--- src/rtl/seq_pkg.sv ---
// Shared definitions for the sequence player: FSM encoding and the power-up table.
package seq_pkg;

    typedef enum logic [1:0] {
        IDLE = 2'd0,
        WAIT = 2'd1,
        EMIT = 2'd2
    } state_t;

    localparam int DEFAULT_N = 8;
    localparam int DEFAULT_SEQ [DEFAULT_N] = '{6, 9, 11, 15, 10, 8, 2, 5};

    // Entries beyond the built-in pattern power up as zero.
    function automatic int default_entry(input int i);
        int v;
        v = 0;
        if (i >= 0 && i < DEFAULT_N) begin
            v = DEFAULT_SEQ[i];
        end
        return v;
    endfunction

endpackage

--- src/rtl/seq_div_cnt.sv ---
// Loadable down-counter that times the idle gap before each presented entry.
module seq_div_cnt #(
    parameter int W = 8
) (
    input  logic         clk,
    input  logic         rst,
    input  logic         load,
    input  logic         en,
    input  logic [W-1:0] load_val,
    output logic [W-1:0] value,
    output logic         zero
);

    always_ff @(posedge clk or posedge rst) begin
        if (rst) begin
            value <= '0;
        end else if (load) begin
            value <= load_val;
        end else if (en && (value != '0)) begin
            value <= value - 1'b1;
        end
    end

    assign zero = (value == '0);

endmodule

--- src/rtl/seq_play_ctrl.sv ---
// Run-time programmable sequence player: register table, spacing timer and
// valid/ready output stage with single/multi/endless pass control.
module seq_play_ctrl
    import seq_pkg::*;
#(
    parameter int DATA_W = 4,
    parameter int DEPTH  = 8,
    parameter int ADDR_W = 3,
    parameter int DIV_W  = 8
) (
    input  logic              clk,
    input  logic              rst,
    input  logic              cfg_we,
    input  logic [ADDR_W-1:0] cfg_addr,
    input  logic [DATA_W-1:0] cfg_data,
    input  logic [ADDR_W:0]   cfg_len,
    input  logic [7:0]        cfg_loops,
    input  logic [DIV_W-1:0]  cfg_div,
    input  logic              start,
    input  logic              stop,
    input  logic              en,
    output logic              out_valid,
    input  logic              out_ready,
    output logic [DATA_W-1:0] out_data,
    output logic              busy,
    output logic              done,
    output logic              err
);

    state_t              state;
    logic [DATA_W-1:0]   table_reg [DEPTH];
    logic [ADDR_W-1:0]   idx_reg;
    logic [ADDR_W:0]     len_reg;
    logic [7:0]          loops_reg;
    logic [7:0]          loop_cnt_reg;
    logic [DIV_W-1:0]    div_reg;

    logic                tab_we;
    logic                len_ok;
    logic                last;
    logic                div_load;
    logic                div_en;
    logic [DIV_W-1:0]    div_load_val;
    logic [DIV_W-1:0]    div_cnt;
    logic                div_zero;

    assign tab_we = cfg_we && (state == IDLE);
    assign len_ok = (cfg_len != '0) && (cfg_len <= (ADDR_W+1)'(DEPTH));
    assign last   = ({1'b0, idx_reg} == (len_reg - 1'b1));
    assign busy   = (state != IDLE);

    // The spacing timer is reloaded on a legal start and after every accepted entry.
    assign div_load     = ((state == IDLE) && start && !stop && len_ok) ||
                          ((state == EMIT) && out_ready && !stop);
    assign div_load_val = (state == IDLE) ? cfg_div : div_reg;
    assign div_en       = (state == WAIT) && en && !stop && (div_cnt != '0);

    seq_div_cnt #(
        .W (DIV_W)
    ) u_div (
        .clk      (clk),
        .rst      (rst),
        .load     (div_load),
        .en       (div_en),
        .load_val (div_load_val),
        .value    (div_cnt),
        .zero     (div_zero)
    );

    always_ff @(posedge clk or posedge rst) begin
        if (rst) begin
            for (int i = 0; i < DEPTH; i++) begin
                table_reg[i] <= DATA_W'(default_entry(i));
            end
        end else if (tab_we) begin
            for (int i = 0; i < DEPTH; i++) begin
                if (cfg_addr == ADDR_W'(i)) begin
                    table_reg[i] <= cfg_data;
                end
            end
        end
    end

    always_ff @(posedge clk or posedge rst) begin
        if (rst) begin
            state        <= IDLE;
            out_valid    <= 1'b0;
            out_data     <= '0;
            done         <= 1'b0;
            err          <= 1'b0;
            idx_reg      <= '0;
            len_reg      <= '0;
            loops_reg    <= '0;
            loop_cnt_reg <= '0;
            div_reg      <= '0;
        end else begin
            done <= 1'b0;
            err  <= cfg_we && (state != IDLE);
            case (state)
                IDLE: begin
                    if (start && !stop) begin
                        if (len_ok) begin
                            len_reg      <= cfg_len;
                            loops_reg    <= cfg_loops;
                            loop_cnt_reg <= cfg_loops;
                            div_reg      <= cfg_div;
                            idx_reg      <= '0;
                            state        <= WAIT;
                        end else begin
                            err <= 1'b1;
                        end
                    end
                end
                WAIT: begin
                    if (stop) begin
                        state <= IDLE;
                    end else if (div_zero) begin
                        state     <= EMIT;
                        out_valid <= 1'b1;
                        out_data  <= table_reg[idx_reg];
                    end
                end
                EMIT: begin
                    // Abort is the only way out of EMIT without a handshake.
                    if (stop) begin
                        state     <= IDLE;
                        out_valid <= 1'b0;
                    end else if (out_ready) begin
                        out_valid <= 1'b0;
                        if (!last) begin
                            idx_reg <= idx_reg + 1'b1;
                            state   <= WAIT;
                        end else if (loops_reg == 8'd0) begin
                            idx_reg <= '0;
                            state   <= WAIT;
                        end else if (loop_cnt_reg > 8'd1) begin
                            idx_reg      <= '0;
                            loop_cnt_reg <= loop_cnt_reg - 8'd1;
                            state        <= WAIT;
                        end else begin
                            idx_reg <= '0;
                            done    <= 1'b1;
                            state   <= IDLE;
                        end
                    end
                end
                default: begin
                    state     <= IDLE;
                    out_valid <= 1'b0;
                end
            endcase
        end
    end

endmodule
--- config.mk ---
export PLATFORM = sky130hd
export DESIGN_NAME = seq_play_ctrl
export DESIGN_NICKNAME = d
export VERILOG_FILES = /design/src/rtl/seq_pkg.sv /design/src/rtl/seq_div_cnt.sv /design/src/rtl/seq_play_ctrl.sv
export SDC_FILE = /design/constraint.sdc
export NUM_CORES = 1
export LEC_CHECK = 0
export CAP_MARGIN = 20
export CORE_MARGIN = 2
export CORE_UTILIZATION = 55
export CTS_BUF_LIST = sky130_fd_sc_hd__clkbuf_16
export DETAILED_ROUTE_END_ITERATION = 8
export PLACE_DENSITY_LB_ADDON = 0.05
export SYNTH_ARGS = -nofsm -noshare
export SYNTH_HDL_FRONTEND = slang
export SYNTH_SLANG_ARGS = --single-unit
--- constraint.sdc ---
create_clock -name clk -period 3.1 [get_ports clk]
set_input_delay 0.62 -clock clk [delete_from_list [all_inputs] [get_ports clk]]
set_output_delay 0.62 -clock clk [all_outputs]
set_load 0.02 [all_outputs]
======== Yosys cells after proc, flatten, opt, wreduce, memory -nomap -nowiden ========
Index checks and enable logic that the tools add are counted.
cells by class
  bitwise logic cells ..................... 3
  multiplexer cells ....................... 44
  magnitude comparators ................... 3
  $add $sub $neg .......................... 4
  equal/unequal tests ..................... 21
  reduce and logical (&&, ||, !) cells .... 38
operators with widths
  operator                                                               number
  8-bit 2-to-1 mux                                                       10
  8-bit zero test                                                        2
  1-bit 2-to-1 mux                                                       16
  8-bit one-hot mux with 2 select lines                                  1
  2-bit AND reduction                                                    8
  8-bit by 1-bit subtractor with 8-bit output, second input constant     2
  3-bit 2-to-1 mux                                                       5
  2-bit inequality test, second input constant                           7
  1-bit logical AND                                                      13
  4-bit binary-select mux with 3-bit select                              1
  3-bit equality test, second input constant                             4
  2-bit 2-to-1 mux                                                       6
  8-bit by 1-bit > comparator with 1-bit output, second input constant   1
  4-bit 2-to-1 mux                                                       2
  4-bit AND reduction                                                    2
  8-bit AND reduction                                                    1
  8-bit nonzero test                                                     1
  3-bit by 2-bit equality test with 1-bit output, second input constant  2
  3-bit inequality test, second input constant                           2
  2-bit one-hot mux with 3 select lines                                  1
  3-bit one-hot mux with 2 select lines                                  1
  3-bit AND reduction                                                    2
  2-bit nonzero test                                                     3
  5-bit AND reduction                                                    1
  other kinds (17)                                                       19
storage, ports and cells
  output and inout bits ................... 8
  bits of input ports ..................... 34
  register bits ........................... 80

======== Longest topological paths before layout ========
  depth in word-level cells ............... 7
  gate-level depth with buffers ........... 8
  gate-level depth less buffers ........... 8

======== Modules after synthesis ========
From an unflattened synthesis, not the netlist that was laid out.
unflattened totals
  cell total of the unflattened synthesis .. 345
  area, all modules ....................... 4232.8 um2
modules (own cells, without submodules)
  module         instances  cells an instance  sequential area each (um2)  area each (um2)
  seq_play_ctrl  1          292                1823.0                      3737.3
  seq_div_cnt    1          53                 200.2                       495.5

======== Worst setup path before layout ========
OpenSTA, ideal clock, no wires.
  kind .................................... input to register
  start point ............................. input port cfg_len[0]
  end point ............................... register loop_cnt_reg[2]
  stages on the path ...................... 6
  arrival ................................. 2.146 ns
  path slack .............................. 0.829 ns
  path buffers ............................ 0
  data required time ...................... 2.975 ns
  cell sequence ........................... or4_1 -> nand3_1 -> o21a_1 -> nor2_1 -> o22ai_4 -> mux2_4
on the way
  word-level cells in the longest chain between the ends .. 4
  elaborated cells between the ends (all ways) .. 5
  classes of those cells .................. order compare: 1; eq/ne: 1; reduce/logical: 3
ends and longest elaborated chain
  element                                                           line                  RTL
  from (decl)                                                       seq_play_ctrl.sv:16   input logic [ADDR_W:0] cfg_len,
  4-bit <= comparator / 4-bit nonzero test (equally long branches)  seq_play_ctrl.sv:48   assign len_ok = (cfg_len != '0) && (cfg_len <= (ADDR_W+1)'(DEPTH));
  1-bit logical AND (*)                                             seq_play_ctrl.sv:48
  2-bit inequality test (no source line) (*)                        --
  8-bit AND reduction (no source line) (*)                          --
  to (signal assigned)                                              seq_play_ctrl.sv:105  loop_cnt_reg <= cfg_loops;
  to (signal assigned)                                              seq_play_ctrl.sv:138  loop_cnt_reg <= loop_cnt_reg - 8'd1;
  to (decl)                                                         seq_play_ctrl.sv:35   logic [7:0] loop_cnt_reg;
Mark *: on every way between the ends. The rest lies on a longest branch, timed or not.
A chain may end at the register's enable or synchronous reset.

======== Worst setup path in the final report ========
  start point ............................. input port cfg_len[0]
  end point ............................... register loop_cnt_reg[6]
Same word-level chain as after synthesis.

==> metrics <==
vias in the first global route between 2,000 and 3,000; Boundary Pins 42; DP Worst Slack 0.2281 ns; commonest non-fill, non-tap cell in the layout dfrtp_1; placed cell areas roughly 4700 µm²; DIE HEIGHT between 90 and 100 µm; FP Rows 31; DR DRC count 0; Area Overhead vs Synth 21.15%; maximum capacitance violations 0; clk_skew 0.007509 ns; worst path cell trace clkdlybuf4s50_1, or4_1, nand3_1, o21a_1, nor2_1, o22ai_4, mux2_4; critical path arrival between 2 and 3 ns; Post-synth EDFFs 0; area of the die just over 8000 µm²; combinational power share 31.2%; detailed-route via count around 2,800; initial antenna violation count 0; Yosys cell types 46; postcts setup bufs 0; leakage power ~2.1 nW; Antenna Cells 0; Starting Density 56.50%; GRT Total Usage 22.27%; die width between 90 and 100 µm; global-route wire length before repair between 10 and 15 mm; Worst setup EP type register; IO buf count 41; Seq cells post-synth 80; routed length per instance 16.63 µm; Clock power frac 23.8%; NetSw between 1 and 1.5 mW; max reg flops 32; Core ar. about 7200 µm²; final instance area between 4000 and 5000 µm²; Final WS setup 0.5900 ns; dpl hpwl ~6 mm; outcome completed; sequential element share of the synthesized area 49.63%; CTS root buf clkbuf_16; Top delay family on crit path simple AND/OR/NAND/NOR gates; P_int 2.943 mW; largest fanout on the critical path 8; H-tree levels 3; Mapped Cells around 350; First DRT Iteration DRCs ~160; post-synth net total around 390; final hold violation count 0; slew margin rel. between 50% and 60%; TNS Setup 0 ns; Flop pwr share a little under half; Largest stage delay, worst path roughly 0.59 ns; Worst-Skew Late Latency around 0.34 ns; Post-Syn Area 4076 µm²; # setup viols final 0; Slew @ Worst Pin 0.7031 ns; Sw Share between 30% and 40%; Clock Sinks 80; WP buf/inv 1; most frequently used flop master after synthesis dfrtp_1; GPL Wtd Cong slightly above 0.8; DR pass1 iterations 4; CTS clk-pin slew, worst paths approximately 0.060 ns; Power per Cell Area around 870 nW/µm²; slowest CP cell or4_1; CTS Buffer Depth 2; Final min period between 2 and 3 ns; crit share post-route between 80 and 90%; grt total ovfl 0; ys async rst share 100.0%; Yosys warnings 0; most frequent cells in the layout dfrtp_1, mux2_2, clkdlybuf4s50_1; hold_buf cts 0; CTS tree built; Slew Viols, Final 0; kind of critical path input port to register; layout cells sized above 1 ~30%; Max Freq between 300 and 400 MHz; Post-CTS Resized 0; RSZ-0062 raised after global routing no; Req. time, crit path 3.32 ns; Via density about 5.6; Num CTS Buffers 9; worst vdd ir 472.8 µV; syn avg cell area roughly 12 µm²; nets roughly 440; WL final just over 8 mm; Hold/Removal Path Class register to register; largest net degree at the start of global routing 29; CP Launch Type input port; hold slack 0.5016 ns; post-route ant nets 0
-- power by group through the flow --
stage	Clock (mW)	Combinational [mW]	Sequential (mW)
CTS	1.04	1.36	1.93
floorplan	0	1.05	1.86
finish	1.02	1.34	1.94
global route	1.09	1.48	2.00
global placement	0	1.31	1.93
detailed placement	0	1.35	1.95
-- cell usage after synthesis, drive strengths merged (2+ instances only) --
cell | number | share of area, %
nand2b | 3 | 0.46
or3 | 2 | 0.46
mux2 | 58 | 17
nor2 | 23 | 2.1
clkbuf | 6 | 0.55
nand2 | 32 | 2.9
mux2i | 6 | 1.5
nor3b | 2 | 0.37
xor2 | 5 | 1.1
dfstp | 17 | 11
nor2b | 4 | 0.61
a21o | 3 | 0.55
a211oi | 3 | 0.55
nand4 | 2 | 0.31
o21a | 2 | 0.37
and3 | 10 | 1.7
xnor2 | 9 | 1.9
o21ai | 12 | 1.5
nor4 | 9 | 1.7
ha | 6 | 1.8
nor3 | 6 | 0.74
inv | 10 | 0.92
nand3 | 3 | 0.37
dfrtp | 63 | 39
buf | 9 | 0.98
a21oi | 12 | 1.5
or4 | 2 | 0.46
o31ai | 5 | 0.92
nand3b | 3 | 0.55
a31oi | 3 | 0.46
mux4 | 8 | 4.4
-- kinds of logic (layout without fill, tap and decap cells) --
group,count (synthesis),after routing,share of synthesized area [%]
flip-flops,80,80,49.63
AND/OR/NAND/NOR,104,104,13.35
AO/OA/AOI/OAI,45,45,7.152
buffers and inverters,26,80,2.547
adder cells (fa/ha/maj),6,6,1.842
multiplexers,72,72,22.47
XOR/XNOR,14,14,3.008
-- layer usage --
layer  vias up  GRT usage (%)  part of all wire (%)
met5         -              0                     0
met4         0          7.436                   1.5
met3        12          5.281                   4.7
met2        61          36.65                    48
met1      1381          29.25                    46
li1       1350              -                     -
-- final cells by class --
cell class / instances / area [µm²]
clock inverter: 7 / 62.56
sequential: 80 / 2023
fill: 551 / 2276
inverter: 11 / 41.29
multi-input combinational: 241 / 1949
timing repair buffer: 53 / 513.0
tap: 99 / 123.9
clock buffer: 9 / 225.2
-- per-stage QoR --
step	power, mW	util [%]	std cells
final	4.299	68.45	500
after global routing	4.568	68.45	500
after CTS	4.331	68.45	500
after detailed placement	3.299	64.46	484
after global placement	3.239	64.46	484
after floorplan	2.912	-	347
-- worst paths after layout --
check | startpoint | endpoint | slack [ns] | cells after the start
max | cfg_len[0] | loop_cnt_reg[6] | 0.59 | 7
min | table_reg[26] | table_reg[26] | 0.50 | 1
max reg2reg | loop_cnt_reg[2] | loop_cnt_reg[6] | 0.80 | 6
min reg2reg | table_reg[26] | table_reg[26] | 0.50 | 1
max in group asynchronous | rst | table_reg[27] | 1.79 | 3
min in group asynchronous | rst | table_reg[28] | 0.68 | 2
(Power assumes the default switching activity.)
